<file path="config.mk">
export PLATFORM = sky130hd
export DESIGN_NAME = plane_ctrl
export DESIGN_NICKNAME = d
export VERILOG_FILES = /design/src/rtl/plane_ctrl.sv
export SDC_FILE = /design/constraint.sdc
export NUM_CORES = 1
export LEC_CHECK = 0
export ABC_AREA = 1
export CAP_MARGIN = 20
export CORE_MARGIN = 2
export CORE_UTILIZATION = 45
export CTS_CLUSTER_DIAMETER = 40
export DETAILED_ROUTE_END_ITERATION = 8
export PLACE_DENSITY = 0.78
export RECOVER_POWER = 50
export SYNTH_ARGS = -nofsm -noshare
export SYNTH_HDL_FRONTEND = slang
export SYNTH_SLANG_ARGS = --single-unit
</file>
<file path="constraint.sdc">
create_clock -name clk -period 2.1 [get_ports clk]
set_input_delay 0.315 -clock clk [delete_from_list [all_inputs] [get_ports clk]]
set_output_delay 0.315 -clock clk [all_outputs]
set_load 0.02 [all_outputs]
</file>
<file path="src/rtl/plane_ctrl.sv">
// plane_ctrl: player plane position register and rate-limited fire request.
// Position moves one STEP per enabled frame tick with saturating clamps;
// fire requests leave over a valid/ready handshake followed by a frame cooldown.
module plane_ctrl #(
    parameter int SCREEN_W = 640,
    parameter int SCREEN_H = 480,
    parameter int PLANE_W  = 32,
    parameter int PLANE_H  = 32,
    parameter int STEP     = 4,
    parameter int FIRE_CD  = 8,
    parameter int CD_W     = 4
) (
    input  logic       clk,
    input  logic       rst,
    input  logic       en_i,
    input  logic       frame_tick_i,
    input  logic       btn_c_i,
    input  logic       btn_u_i,
    input  logic       btn_d_i,
    input  logic       btn_l_i,
    input  logic       btn_r_i,
    output logic [9:0] plane_x_o,
    output logic [9:0] plane_y_o,
    output logic       fire_valid_o,
    input  logic       fire_ready_i,
    output logic [9:0] fire_x_o,
    output logic [9:0] fire_y_o
);

    localparam int XMAX = SCREEN_W - PLANE_W;
    localparam int YMAX = SCREEN_H - PLANE_H;

    // 11-bit constants so clamp arithmetic never wraps
    localparam logic [10:0] STEP_W = 11'(STEP);
    localparam logic [10:0] XMAX_W = 11'(XMAX);
    localparam logic [10:0] YMAX_W = 11'(YMAX);
    localparam logic [10:0] HALF_W = 11'(PLANE_W / 2);
    localparam logic [9:0]  X_RST  = 10'(XMAX / 2);
    localparam logic [9:0]  Y_RST  = 10'(YMAX - 8);

    typedef enum logic [1:0] {IDLE, REQ, COOL} state_t;

    state_t          state, state_nxt;
    logic [CD_W-1:0] cd, cd_nxt;
    logic [9:0]      x, y, x_nxt, y_nxt;
    logic [9:0]      fx, fy, fx_nxt, fy_nxt;
    logic [10:0]     x_w, y_w, x_dec, x_inc, y_dec, y_inc;
    logic            adv;

    assign adv   = frame_tick_i & en_i;
    assign x_w   = {1'b0, x};
    assign y_w   = {1'b0, y};
    assign x_dec = x_w - STEP_W;
    assign x_inc = x_w + STEP_W;
    assign y_dec = y_w - STEP_W;
    assign y_inc = y_w + STEP_W;

    // Next position: each axis moves only when exactly one of its buttons is held
    always_comb begin
        x_nxt = x;
        y_nxt = y;
        if (adv) begin
            if (btn_l_i && !btn_r_i)
                x_nxt = (x_w < STEP_W) ? 10'd0 : x_dec[9:0];
            else if (btn_r_i && !btn_l_i)
                x_nxt = (x_w > XMAX_W - STEP_W) ? XMAX_W[9:0] : x_inc[9:0];
            if (btn_u_i && !btn_d_i)
                y_nxt = (y_w < STEP_W) ? 10'd0 : y_dec[9:0];
            else if (btn_d_i && !btn_u_i)
                y_nxt = (y_w > YMAX_W - STEP_W) ? YMAX_W[9:0] : y_inc[9:0];
        end
    end

    // Fire FSM next state; spawn coordinates use the pre-move position
    always_comb begin
        state_nxt = state;
        cd_nxt    = cd;
        fx_nxt    = fx;
        fy_nxt    = fy;
        case (state)
            IDLE: if (adv && btn_c_i) begin
                state_nxt = REQ;
                fx_nxt    = 10'(x_w + HALF_W);
                fy_nxt    = y;
            end
            // A posted request is held until accepted, regardless of en/button
            REQ: if (fire_ready_i) begin
                state_nxt = COOL;
                cd_nxt    = CD_W'(FIRE_CD);
            end
            // The tick ending cooldown cannot also start a shot
            COOL: if (adv) begin
                cd_nxt = cd - 1'b1;
                if (cd <= CD_W'(1))
                    state_nxt = IDLE;
            end
            default: state_nxt = IDLE;
        endcase
    end

    // State registers with synchronous reset taking priority
    always_ff @(posedge clk) begin
        if (rst) begin
            state <= IDLE;
            cd    <= '0;
            x     <= X_RST;
            y     <= Y_RST;
            fx    <= '0;
            fy    <= '0;
        end else begin
            state <= state_nxt;
            cd    <= cd_nxt;
            x     <= x_nxt;
            y     <= y_nxt;
            fx    <= fx_nxt;
            fy    <= fy_nxt;
        end
    end

    assign plane_x_o    = x;
    assign plane_y_o    = y;
    assign fire_valid_o = (state == REQ);
    assign fire_x_o     = fx;
    assign fire_y_o     = fy;

endmodule
</file>
==> results of run 1 <==
[area by class of cell]
type,instances,area [um^2],share of cell area [%]
Timing Repair Buffer,48,465,15.4
Tap cell,72,90.1,2.98
Multi-Input combinational cell,280,1430,47.3
Clock inverter,3,40.0,1.32
Clock buffer,5,68.8,2.28
Inverter,45,169,5.59
Sequential cell,38,761,25.2
[cells in the final DEF, fill, tap and decap left out]
cell type / count
clkdlybuf4s50_1: 24
o21ai_1: 2
xnor2_1: 2
dlygate4sd3_1: 18
a21oi_1: 36
a211oi_2: 1
inv_1: 40
and3_1: 1
o31ai_1: 1
o21ai_0: 27
or2_2: 2
bufinv_16: 1
a21oi_2: 1
buf_4: 6
clkbuf_8: 5
nand2_2: 3
nand4_1: 3
ha_1: 13
nor2_2: 4
nor3_1: 3
nand3_2: 2
nor2_1: 31
conb_1: 8
inv_2: 5
nor2_4: 1
a211oi_1: 1
nand3b_1: 3
clkinv_2: 2
dfxtp_1: 38
nand3_1: 31
nand2_1: 95
xor2_1: 9
[state kept, by name, indices dropped and copies added (netlist names)]
signal,cells
cd,4
plane_y_o,8
fire_y_o,8
fire_x_o,8
state,2
plane_x_o,8
[per-layer routing]
layer | track usage [%] | vias up | routed length (um)
met5 | 0 | - | 0
met4 | 8.42 | 0 | 131
met3 | 3.56 | 17 | 325
met2 | 34.2 | 99 | 2900
met1 | 27.0 | 1148 | 2790
li1 | - | 1273 | -
[worst min-delay path by stage]
| stage | startpoint | end | slack [ns] | cells past startpoint |
|---|---|---|---|---|
| 6_report | fire_x_o[5] | fire_x_o[5] | 0.50 | 2 |
| 3_5_place_dp | fire_x_o[5] | fire_x_o[5] | 0.49 | 2 |
| 5_1_grt | fire_x_o[5] | fire_x_o[5] | 0.51 | 2 |
| 4_1_cts | fire_x_o[5] | fire_x_o[5] | 0.50 | 2 |
| 2_1_floorplan | rst | cd[0] | 0.39 | 1 |
| 3_3_place_gp | fire_x_o[5] | fire_x_o[5] | 0.48 | 2 |
[synth_stat cells, types with 4 or more instances]
| cell | number |
|---|---|
| nand2_2 | 4 |
| inv_1 | 40 |
| ha_1 | 13 |
| nor2_1 | 29 |
| a21oi_1 | 36 |
| buf_4 | 8 |
| inv_2 | 5 |
| xor2_1 | 9 |
| nand3_1 | 30 |
| o21ai_0 | 27 |
| dfxtp_1 | 38 |
| buf_2 | 6 |
| nor2_2 | 5 |
| nand2_1 | 94 |
[power groups by stage]
| stage | registers (mW) | logic (mW) | clock network [mW] |
|---|---|---|---|
| 3_5_place_dp | 0.825 | 0.396 | 0 |
| 4_1_cts | 0.808 | 0.398 | 0.623 |
| 5_1_grt | 0.815 | 0.433 | 0.658 |
| 2_1_floorplan | 0.850 | 0.237 | 0 |
| 6_report | 0.808 | 0.393 | 0.605 |
| 3_3_place_gp | 0.825 | 0.391 | 0 |
[cell families (layout without fill, tap and decap cells)]
group,Yosys count,after routing
DFF,38,38
and+or+nand+nor,179,179
other,1,8
buffers and inverters,65,101
xor gates and xnor gates,11,11
adders and majority gates,13,13
AOI/OAI and AO/OA,69,69
[through the flow]
step,setup slack (ns),instances,instance area [um^2]
3_5_place_dp,0.194,483,2940
6_report,0.242,491,3020
4_1_cts,0.237,491,3050
3_3_place_gp,0.230,483,2940
5_1_grt,0.118,491,3020
2_1_floorplan,0.542,383,2520
[tightest hold or removal path, delay by kind of cell, from the launching register on]
| kind | cells | cell delay (ns) |
|---|---|---|
| flip-flops | 1 | 0.32 |
| AND/OR/NAND/NOR | 2 | 0.14 |
==> metrics.txt, run 1 <==
post-synthesis cell type count 31; post-CTS sizing 0; TNS Setup 0 ns; Core ar. 5440 um^2; Final period util approximately nine tenths; slowest CP cell clkdlybuf4s50_1; post-synthesis cell area 2490 um^2; R2R cell count 11; crit-path cells clkdlybuf4s50_1; Mapped Avg Cell Area roughly 6.6 um^2; area leader, netlist dfxtp_1; part of the power in registers 44.8%; CTS tree yes; crit path buf inv count 1; area growth from synthesis to layout 21.3%; Int Power ~1.3 mW; Yosys top cell area share 30.5%; Max Slew Vio Count 0; CTS clock-pin slew for the worst setup and hold paths approximately 0.080 ns; GRT overflow 0; Routed Wire Length 6150 um; post-DR vias/cell 5.17; hold-fix buffer count after cts 0; clock latency on the worst-skew pair 0.29 ns; xor/xnor share of the synthesized area 3.87%; Final #Nets 441; critical path depth 1; Critical Path RT 1.78 ns; Post-synth EDFFs 0; NetSw 0.541 mW; post-layout util 55.6%; Post-Synth Adder-Cell Area 6.53%; Synth Area in Simple Gates 32.2%; RSZ-0062 raised after global routing false; Hold WC Path Type reg2reg; TritonCTS buffer count 5; Compound-Gate Fraction of Synth Area 14.5%; initial antenna violation count 0; asr flop ratio synth 0%; CP startpoint kind flop; Root Buffer clkbuf_8; Crit path arrival time 1.54 ns; Setup crit end plane_y_o[4]; Fin Hold WS 0.497 ns; CP delay by family, top buffers and inverters; Reg2Reg Capture Point plane_x_o[7]; # DRC 0; CP max stage delay just under 0.7 ns; Tot GR Track Use 20.8%; post-synthesis sequential area ratio approximately 31%; Rows 27; critical path class reg2out; largest net degree at the start of global routing 31; I/O pin count between 50 and 60; P_leak 1.43 nW; Ys Warns 0; global-route wire length before repair 10400 um; Die Width 78.4 um; worst-case clock buffer depth 2; final hold violation count 0; Final min period 1.86 ns; Worst Clk Skew a little under 0.006 ns; run status finished, final reports clean; total power draw roughly 1.8 mW; max cap viols 0; H-tree depth 2; pwr dens 597 nW/um^2; vias in the first global route 2330; Die Area 6150 um^2; Critical path origin plane_y_o[4]; Antenna Nets Post-Route 0; f_max 0.538 GHz; post-CTS setup buffers 0; RePlAce Congestion 0.923; HPWL after DPL 4470 um; # diodes 0; #FFs+latches synth 38; Crit. End Element primary output; fill count between 500 and 600; Setup-failing EPs final 0; largest family of logic cells by synthesized area simple AND/OR/NAND/NOR gates; r2r startpoint plane_x_o[2]; Syn Inst Count roughly 380; via count 2537; DR WL/cell around 13 um; drt pass-1 iters 5; CTS sink cnt 38; Comb power frac 21.7%; PortBufs 42; Synth Flop Type dfxtp_1; largest fanout on the critical path 10; Reg2Reg Setup Slack 0.32 ns; Clock power frac 33.5%; switch share 29.9%; Peak VDD IR 282 uV; proportion of layout cells with a drive suffix above 1 7.88%; Iter 0 DRT Violations between 200 and 250; initial core utilization between 40 and 50%; mux cell area share after synthesis 0%; Die Span Y 78.4 um; ranking of synthesized cells by area dfxtp_1 31%, nand2_1 14%, a21oi_1 7.2%
(Power assumes the default switching activity.)
==> inputs of run 2 (changes only) <==
--- a/config.mk
+++ b/config.mk
@@ -13,6 +13,7 @@
 export DETAILED_ROUTE_END_ITERATION = 8
 export PLACE_DENSITY = 0.78
 export RECOVER_POWER = 50
+export SLEW_MARGIN = 20
 export SYNTH_ARGS = -nofsm -noshare
 export SYNTH_HDL_FRONTEND = slang
 export SYNTH_SLANG_ARGS = --single-unit
==> constraint.sdc (replaced) <==
create_clock -name clk -period 2.4 [get_ports clk]
set_input_delay 0.36 -clock clk [delete_from_list [all_inputs] [get_ports clk]]
set_output_delay 0.36 -clock clk [all_outputs]
set_load 0.02 [all_outputs]
==> metrics.txt, run 2 (synthesis gave the netlist of run 1 again) <==
run status finished, final reports clean; Reg2Reg Setup Slack 0.46 ns (+0.14 ns); Worst Clk Skew 0.00921 ns (+0.00343 ns); Critical Path RT 2.55 ns (+0.77 ns); Setup-failing EPs final 0 (unchanged); TritonCTS buffer count 5 (unchanged); post-layout util 56.1% (+0.53 points); GRT overflow 0 (unchanged); initial core utilization 45.8% (unchanged); dpl ws 0.386 ns (+0.191 ns); largest net degree at the start of global routing 31 (unchanged); vias in the first global route 2382 (+2.2%); H-tree depth 2 (unchanged); global-route wire length before repair 10600 um (+2.0%); TNS Setup 0 ns (unchanged); HP Start fire_x_o[5]; Tot GR Track Use 21.2% (+0.36 points); area growth from synthesis to layout 22.5%; Fin Hold WS 0.504 ns (+0.00663 ns); pwr dens 563 nW/um^2 (-5.7%); Root Buffer clkbuf_8; Max Slew Vio Count 0 (unchanged); Max-slew headroom 56.3%; CP startpoint kind flop; post-CTS setup buffers 0 (unchanged); crit path buf inv count 2 (+1); CP delay by family, top simple AND/OR/NAND/NOR gates; CTS tree yes; hold endpoint fire_x_o[5]; total power draw 1.72 mW (-4.8%); largest fanout on the critical path 6 (-4); RePlAce Congestion 0.940 (+1.8%); post-CTS sizing 0 (unchanged); final hold violation count 0 (unchanged); Reg2Reg Capture Point plane_x_o[4]; R2R cell count 11 (unchanged); CTS sink cnt 38 (unchanged); Crit path arrival time 2.09 ns (+0.55 ns); Final min period 1.94 ns; Slew @ Worst Pin 0.654 ns; slowest CP cell dfxtp_1; fin worst setup slack 0.458 ns (+0.216 ns); Die Area 6150 um^2 (unchanged); critical path class reg2reg; hold-fix buffer count after cts 0 (unchanged); Rows 27 (unchanged); clock latency on the worst-skew pair 0.30 ns (about the same); cell mode on critical path nand2_1; # diodes 0 (unchanged); worst-case clock buffer depth 2 (unchanged); P_leak 1.43 nW (+0.39%); Core ar. 5440 um^2 (unchanged); Hold WC Path Type reg2reg; HPWL after DPL 4580 um (+2.6%); initial antenna violation count 0 (unchanged); Crit. End Element flop; Routed Wire Length 6110 um (-0.60%); r2r startpoint plane_x_o[2]; fill count 531 (+1.1%); CP max stage delay 0.39 ns (-0.29 ns); Final #Nets 439 (-0.45%); CTS clock-pin slew for the worst setup and hold paths 0.07 ns (about the same); post-DR vias/cell 5.13 (-0.74%); crit-path cells inv_1 -> ha_1 -> nand2_1 -> nor2_1 -> nand3_1 -> nand2_1 -> inv_1 -> nand2_1 -> nand2_1 -> nand2_1 -> nand3_1; most frequent cells in the layout 94 x nand2_1, 41 x inv_1, 38 x dfxtp_1, 36 x a21oi_1, 31 x nand3_1; PortBufs 42 (unchanged); # DRC 0 (unchanged); Die Width 78.4 um (unchanged); drt pass-1 iters 4 (-1); proportion of layout cells with a drive suffix above 1 7.67% (-0.20 points); RSZ-0062 raised after global routing false; DR WL/cell 12.5 um (-0.20%); number of cells on the worst hold path 2 (unchanged); via count 2508 (-1.1%); Final period util 80.9%; max cap viols 0 (unchanged); f_max between 0.5 and 0.6 GHz; most common cell after layout, fill and taps aside nand2_1; Peak VDD IR 408 uV (+44%); Iter 0 DRT Violations 135 (-35%); Die Span Y 78.4 um (unchanged); I/O pin count 51 (unchanged); Antenna Nets Post-Route 0 (unchanged)
-- run 2: report_power, final --
group | switching (mW) | internal (mW)
Clock | 0.231 | 0.443
Sequential | 0.0446 | 0.664
Combinational | 0.203 | 0.134
Total | 0.478 | 1.24
-- run 2: worst max-delay path by stage --
stage,start,endpoint,depth (start not counted)
finish,plane_x_o[2],plane_x_o[4],11
detailed placement,frame_tick_i,fire_y_o[8],7
floorplan,plane_x_o[2],plane_x_o[8],11
global placement,btn_d_i,plane_y_o[7],7
global route,plane_x_o[2],plane_x_o[4],11
CTS,plane_y_o[6],plane_y_o[6],1
-- run 2: final cells by class --
cell class / count / area (um^2) / area share, %
clock inverter: 2 / 60.1 / 1.97
sequential: 38 / 761 / 24.9
inverter: 45 / 169 / 5.54
multi-input combinational: 280 / 1440 / 47.2
clock buffer: 6 / 82.6 / 2.71
tap: 72 / 90.1 / 2.95
timing repair buffer: 46 / 450 / 14.8
-- run 2: stage by stage --
stage	cells	area (um^2)
floorplan	383	2520
global placement	481	2920
detailed placement	481	2920
CTS	489	3070
global route	489	3050
finish	489	3050
-- run 2: layer usage --
metal	track usage [%]	routed length (um)	vias to the layer above
li1	-	-	1273
met1	25.2	2660	1131
met5	0	0	-
met2	35.9	2900	88
met3	4.14	396	16
met4	11.2	157	0
-- run 2: worst reg2reg max path, cell delays in order (launching register included) --
cell	delay [ns]
dfxtp_1	0.39
inv_1	0.20
ha_1	0.24
nand2_1	0.11
nor2_1	0.17
nand3_1	0.23
nand2_1	0.12
inv_1	0.10
nand2_1	0.08
nand2_1	0.05
nand2_1	0.05
nand3_1	0.06
